## config.mk

```make
export PLATFORM = sky130hd
export DESIGN_NAME = muldiv_unit
export DESIGN_NICKNAME = d
export VERILOG_FILES = /design/src/rtl/muldiv_unit_pkg.sv /design/src/rtl/restoring_div_step.sv /design/src/rtl/muldiv_unit.sv
export SDC_FILE = /design/constraint.sdc
export NUM_CORES = 1
export LEC_CHECK = 0
export ABC_CLOCK_PERIOD_IN_PS = 3700
export CAP_MARGIN = 20
export CORE_ASPECT_RATIO = 0.75
export CORE_MARGIN = 5
export CORE_UTILIZATION = 56
export DETAILED_ROUTE_END_ITERATION = 6
export PLACE_DENSITY_LB_ADDON = 0.12
export SYNTH_ARGS = -nofsm -noshare
export SYNTH_HDL_FRONTEND = slang
export SYNTH_SLANG_ARGS = --single-unit
```

## constraint.sdc

```tcl
create_clock -name clk -period 3.7 [get_ports clk]
set_clock_uncertainty 0.05 [all_clocks]
set_input_delay 0.555 -clock clk [delete_from_list [all_inputs] [get_ports clk]]
set_output_delay 0.555 -clock clk [all_outputs]
set_load 0.01 [all_outputs]
```

## src/rtl/muldiv_unit_pkg.sv

```systemverilog
// Shared encodings for the multiply/divide unit: operation codes and FSM states.
// The instruction decoder imports the same package so both sides agree on op values.
package muldiv_unit_pkg;

    typedef enum logic [1:0] {
        MD_MULT  = 2'b00,
        MD_MULTU = 2'b01,
        MD_DIV   = 2'b10,
        MD_DIVU  = 2'b11
    } mdOp_t;

    typedef enum logic [1:0] {
        MD_IDLE = 2'b00,
        MD_RUN  = 2'b01,
        MD_FIX  = 2'b10
    } mdState_t;

endpackage

```

## src/rtl/restoring_div_step.sv

```systemverilog
// One restoring-division step: shift the next dividend bit into the partial
// remainder and subtract the divisor when it fits.
module restoring_div_step #(
    parameter int WIDTH = 32
) (
    input  logic [WIDTH-1:0] remIn,
    input  logic             dividendBit,
    input  logic [WIDTH-1:0] divisor,
    output logic [WIDTH-1:0] remOut,
    output logic             quotBit
);

    logic [WIDTH:0] shifted;

    // remIn < divisor, so the difference always fits back into WIDTH bits.
    always_comb begin
        shifted = {remIn, dividendBit};
        quotBit = (shifted >= {1'b0, divisor});
        remOut  = quotBit ? (shifted[WIDTH-1:0] - divisor) : shifted[WIDTH-1:0];
    end

endmodule

```

## src/rtl/muldiv_unit.sv

```systemverilog
// Multi-cycle MULT/MULTU (shift-add) and DIV/DIVU (restoring) unit owning HI/LO.
// Define MULDIV_DIVIDE_EN to build the divider; otherwise divide ops finish at once with err.
module muldiv_unit
    import muldiv_unit_pkg::*;
#(
    parameter int WIDTH          = 32,
    parameter int BITS_PER_CYCLE = 1
) (
    input  logic             clk,
    input  logic             reset,
    input  logic             start,
    input  logic [1:0]       op,
    input  logic [WIDTH-1:0] opA,
    input  logic [WIDTH-1:0] opB,
    input  logic             wrHi,
    input  logic             wrLo,
    input  logic [WIDTH-1:0] wrData,
    output logic             busy,
    output logic             done,
    output logic             err,
    output logic [WIDTH-1:0] hi,
    output logic [WIDTH-1:0] lo
);

    localparam int CW  = $clog2(WIDTH) + 1;
    localparam int BPC = BITS_PER_CYCLE;
    localparam logic [CW-1:0] MUL_LAST = CW'(WIDTH / BPC - 1);
    localparam logic [CW-1:0] DIV_LAST = CW'(WIDTH - 1);

    mdState_t state, stateNext;

    logic [CW-1:0]      cnt;
    logic               isDivReg;
    logic               negProd;
    logic [WIDTH-1:0]   mcand;
    logic [WIDTH-1:0]   prodHi;
    logic [WIDTH-1:0]   prodLo;
    logic               signedOp;
    logic [WIDTH-1:0]   magA;
    logic [WIDTH-1:0]   magB;
    logic [WIDTH+BPC-1:0] partial;
    logic [WIDTH+BPC-1:0] mulSum;
    logic [2*WIDTH-1:0] fullProd;

`ifdef MULDIV_DIVIDE_EN
    logic             negRem;
    logic             divZero;
    logic [WIDTH-1:0] rawA;
    logic [WIDTH-1:0] divRem;
    logic             divQ;

    restoring_div_step #(.WIDTH(WIDTH)) uDivStep (
        .remIn      (prodHi),
        .dividendBit(prodLo[WIDTH-1]),
        .divisor    (mcand),
        .remOut     (divRem),
        .quotBit    (divQ)
    );
`endif

    // Operands are stored as magnitudes; the sign is reapplied in FIX.
    always_comb begin
        signedOp = (op == MD_MULT) || (op == MD_DIV);
        magA     = (signedOp && opA[WIDTH-1]) ? -opA : opA;
        magB     = (signedOp && opB[WIDTH-1]) ? -opB : opB;
        fullProd = {prodHi, prodLo};
    end

    // Multiplier digit times multiplicand, built from shifted adds.
    always_comb begin
        partial = '0;
        for (int j = 0; j < BPC; j++) begin
            if (prodLo[j]) begin
                partial = partial + ({{BPC{1'b0}}, mcand} << j);
            end
        end
        mulSum = {{BPC{1'b0}}, prodHi} + partial;
    end

    always_comb begin
        stateNext = state;
        busy      = (state == MD_RUN);
        case (state)
            MD_IDLE: begin
                if (start) begin
`ifdef MULDIV_DIVIDE_EN
                    stateNext = MD_RUN;
`else
                    stateNext = op[1] ? MD_FIX : MD_RUN;
`endif
                end
            end
            MD_RUN: begin
                if (cnt == (isDivReg ? DIV_LAST : MUL_LAST)) begin
                    stateNext = MD_FIX;
                end
            end
            MD_FIX:  stateNext = MD_IDLE;
            default: stateNext = MD_IDLE;
        endcase
    end

    always_ff @(posedge clk) begin
        if (reset) begin
            state <= MD_IDLE;
        end else begin
            state <= stateNext;
        end
    end

    // Datapath: prodHi/prodLo hold the product halves while multiplying and
    // the partial remainder / shifting dividend-quotient while dividing.
    always_ff @(posedge clk) begin
        if (reset) begin
            cnt      <= '0;
            isDivReg <= 1'b0;
            negProd  <= 1'b0;
            mcand    <= '0;
            prodHi   <= '0;
            prodLo   <= '0;
            hi       <= '0;
            lo       <= '0;
            done     <= 1'b0;
            err      <= 1'b0;
`ifdef MULDIV_DIVIDE_EN
            negRem   <= 1'b0;
            divZero  <= 1'b0;
            rawA     <= '0;
`endif
        end else begin
            done <= 1'b0;
            err  <= 1'b0;
            case (state)
                MD_IDLE: begin
                    if (start) begin
                        cnt      <= '0;
                        isDivReg <= op[1];
                        negProd  <= signedOp && (opA[WIDTH-1] ^ opB[WIDTH-1]);
                        prodHi   <= '0;
                        prodLo   <= op[1] ? magA : magB;
                        mcand    <= op[1] ? magB : magA;
`ifdef MULDIV_DIVIDE_EN
                        negRem   <= signedOp && opA[WIDTH-1];
                        divZero  <= (opB == '0);
                        rawA     <= opA;
`endif
                    end else begin
                        if (wrHi) hi <= wrData;
                        if (wrLo) lo <= wrData;
                    end
                end
                MD_RUN: begin
                    cnt <= cnt + 1'b1;
`ifdef MULDIV_DIVIDE_EN
                    if (isDivReg) begin
                        prodHi <= divRem;
                        prodLo <= {prodLo[WIDTH-2:0], divQ};
                    end else begin
                        {prodHi, prodLo} <= {mulSum, prodLo[WIDTH-1:BPC]};
                    end
`else
                    {prodHi, prodLo} <= {mulSum, prodLo[WIDTH-1:BPC]};
`endif
                end
                MD_FIX: begin
                    done <= 1'b1;
                    if (isDivReg) begin
`ifdef MULDIV_DIVIDE_EN
                        if (divZero) begin
                            lo  <= '1;
                            hi  <= rawA;
                            err <= 1'b1;
                        end else begin
                            lo <= negProd ? -prodLo : prodLo;
                            hi <= negRem ? -prodHi : prodHi;
                        end
`else
                        err <= 1'b1;
`endif
                    end else begin
                        {hi, lo} <= negProd ? -fullProd : fullProd;
                    end
                end
                default: ;
            endcase
        end
    end

endmodule

```

==> parameters.txt <==
Parameter                              Value

Floorplanning
  Die height ... 136 µm
  DIE WIDTH ... 178 µm
  Effective utilization at floorplan ... 56.5%
  Area inside the core boundary ... 21000 µm²
  Die Area ... 24200 µm²
  Number of standard-cell rows in the floorplan ... 46
  Top Ports ... 170

Yosys
  Post-synth ARST share ... 0%
  Synth area leaders ... dfxtp_1 29%, a21oi_1 6.7%, nand2_1 5.7%, xor2_1 5.3%, o21ai_0 4.6%
  Post-synthesis sequential area ratio ... 29.0%
  Yosys reg bits ... 172
  Post-synth design cell area ... 11900 µm²
  Unique masters post-synth ... 82
  Net count after synthesis ... 1726
  Area fraction of the dominant cell type after synthesis ... 29.0%
  Synthesized instance count ... 1586
  Mean instance size in the synthesized netlist ... 7.48 µm²
  Dominant synthesized flop cell ... dfxtp_1
  Total of warnings raised by yosys ... 0
  Area leader, netlist ... dfxtp_1
  Number of enable-type register cells in the synthesized netlist ... 0

Outcome
  Run status ... finished, final reports clean

Routing
  Total routed wirelength ... 43100 µm
  Count of unresolved DRC violations after routing ... 0
  Per-cell routed wire length ... 21.6 µm
  Vias ... 12900
  Antenna viol nets, final ... 0
  Number of detailed-routing iterations run before antenna repair ... 7
  Number of DRC markers after the initial detailed-route iteration ... 1804
  Routed vias/inst ... 6.44

STA
  RSZ-0062 raised after global routing ... no
  Hold Vio Cnt, Final ... 0
  Final worst-path cycle share ... 94.6%
  Post-route setup TNS ... 0 ns
  Minimum hold slack ... 0.405 ns
  Headroom to the max-slew limit ... 39.8%
  Final critical path time including I/O delays and setup ... 3.50 ns
  Setup violations, final ... 0
  Slew @ Worst Pin ... 0.903 ns
  Maximum clock frequency ... 286 MHz
  Max-slew violation count ... 0
  Post-layout worst setup margin ... 0.200 ns

Job
  Total of max-cap violations ... 0

Clock network
  Post-CTS setup-driven buffer insertion count ... 0
  Clock Root Buffer ... clkbuf_16
  Number of buffers on the longest clock path ... 2
  Clock Latency Late Sink ... 0.44 ns
  CTS resizes ... 0
  Clock buffer count from CTS ... 17
  Clock slew at the register clock pins of the worst setup and hold paths ... 0.08 ns
  CTS H-Tree Depth ... 4
  Post-cts hold buffer count ... 0
  Clock tree from TritonCTS ... done
  Sink count of the clock tree ... 172

Global routing
  First-pass GRT wire length ... 65800 µm
  Global routing usage on met1 ... 52.4%
  Met2 capacity usage during global routing ... 48.8%
  Met3 routing resource usage after global routing ... 7.70%
  GR Util All Layers ... 34.6%
  Vias in the first global route ... 11600
  Pin count of the biggest net entering global routing ... 52
  GRT overflow ... 0
  Most Used Layer, Global Route ... met1
  Number of antenna violations at the first check in global routing ... 1

Final layout
  Core Util, Final ... 68.5%
  Area of all placed cells without fillers ... 14400 µm²
  Commonest non-fill, non-tap cell in the layout ... nand2_1
  Post-route insts no fill ... 1999
  Growth of design area from synthesis to finish ... 21.2%
  Fillers ... 1773
  Leading cell types in the layout, fill and taps excluded ... 179 x nand2_1, 171 x dfxtp_1, 168 x clkdlybuf4s50_1
  Antenna diode count ... 0
  Fraction of final layout cells with drive strength greater than 1 ... 5.96%
  Final #Nets ... 1838

Worst setup path
  Nature of the critical path startpoint ... register
  Kind of end point of the critical path ... register
  Arr. time, crit path ... 3.80 ns
  Crit Path Category ... reg2reg
  Worst-path maximum fanout ... 11
  Crit path required time ... 4.00 ns

Placement
  GPL Wtd Cong ... 0.968
  Hpwl dp ... 33200 µm
  Cells after DPL ... 1967
  Setup slack after placement ... 0.194 ns
  Buffers added on ports ... 169
  Placed cell areas ... 13800 µm²

Pwr
  Cell leakage power ... 5.30 nW
  Power Dens Cells ... 359 nW/µm²
  Max VDD drop ... 293 µV
  Power consumption ... 5.16 mW

Worst hold path
  Min-delay worst type ... reg2reg
layer usage:
layer  wire length (µm)  part of all wire, %  up-vias
li1                   -                    -     6030
met1              19500                   45     5941
met2              17000                   40      817
met3               5300                   12       76
met4               1260                  2.9        0
met5                  0                    0        -
critical path, stage by stage, from the launching register on:
cell,delay (ns)
dfxtp_1,0.59
and2_1,0.20
ha_1,0.20
inv_1,0.07
fa_1,0.39
nor2b_1,0.23
o2111ai_1,0.27
a211oi_1,0.33
o21ai_0,0.20
a31o_2,0.31
or3_1,0.31
a221oi_1,0.27
Yosys cell counts, drive strengths merged, types with 24 or more instances:
| cell | instances |
|---|---|
| xor2 | 72 |
| o31ai | 26 |
| o21ai | 114 |
| inv | 32 |
| and2 | 35 |
| a211oi | 34 |
| nor2 | 141 |
| xnor2 | 62 |
| nand2 | 179 |
| a21oi | 159 |
| a221oi | 24 |
| ha | 36 |
| nand3 | 43 |
| nor3 | 32 |
| dfxtp | 172 |
| clkbuf | 101 |
layout make-up:
class	instances	area (µm²)	share of cell area, %
multi-input cells	1264	7860	54.7
inverters	33	124	0.861
flip-flops and latches	172	3440	23.9
clock buffers	17	425	2.96
repair buffers	210	2000	13.9
well taps	288	360	2.50
clock inverters	15	171	1.19
where the power goes:
| part | internal, mW | switching, mW |
|---|---|---|
| Combinational | 0.500 | 0.722 |
| Clock | 0.911 | 0.915 |
| Sequential | 1.97 | 0.139 |
flip-flops by register name (all words and copies together), names as in the netlist:
name / count
done: 1
isDivReg: 1
negProd: 1
lo: 32
mcand: 32
prodHi: 32
cnt: 6
hi: 32
state: 2
prodLo: 32
err: 1
logic make-up (layout without fill, tap and decap cells):
kind of cell             Yosys count  after routing  synth area share, %
adder cells (fa/ha/maj)           37             37                 3.96
AND/OR/NAND/NOR                  551            551                 22.5
buffers and inverters            150            275                 4.84
AO/OA/AOI/OAI                    533            533                 29.0
flip-flops                       172            172                 29.0
XOR/XNOR                         134            134                 9.89
multiplexers                       9              9                0.801
final timing paths:
kind	slack [ns]	cells past startpoint	from	end
max	0.20	11	prodLo[0]$_SDFFE_PP0P_	prodHi[31]$_SDFFE_PP0P_
max reg2reg	0.20	11	prodLo[0]$_SDFFE_PP0P_	prodHi[31]$_SDFFE_PP0P_
min	0.41	2	mcand[28]$_SDFFE_PP0P_	mcand[28]$_SDFFE_PP0P_
min reg2reg	0.41	2	mcand[28]$_SDFFE_PP0P_	mcand[28]$_SDFFE_PP0P_
(Power assumes the default switching activity.)
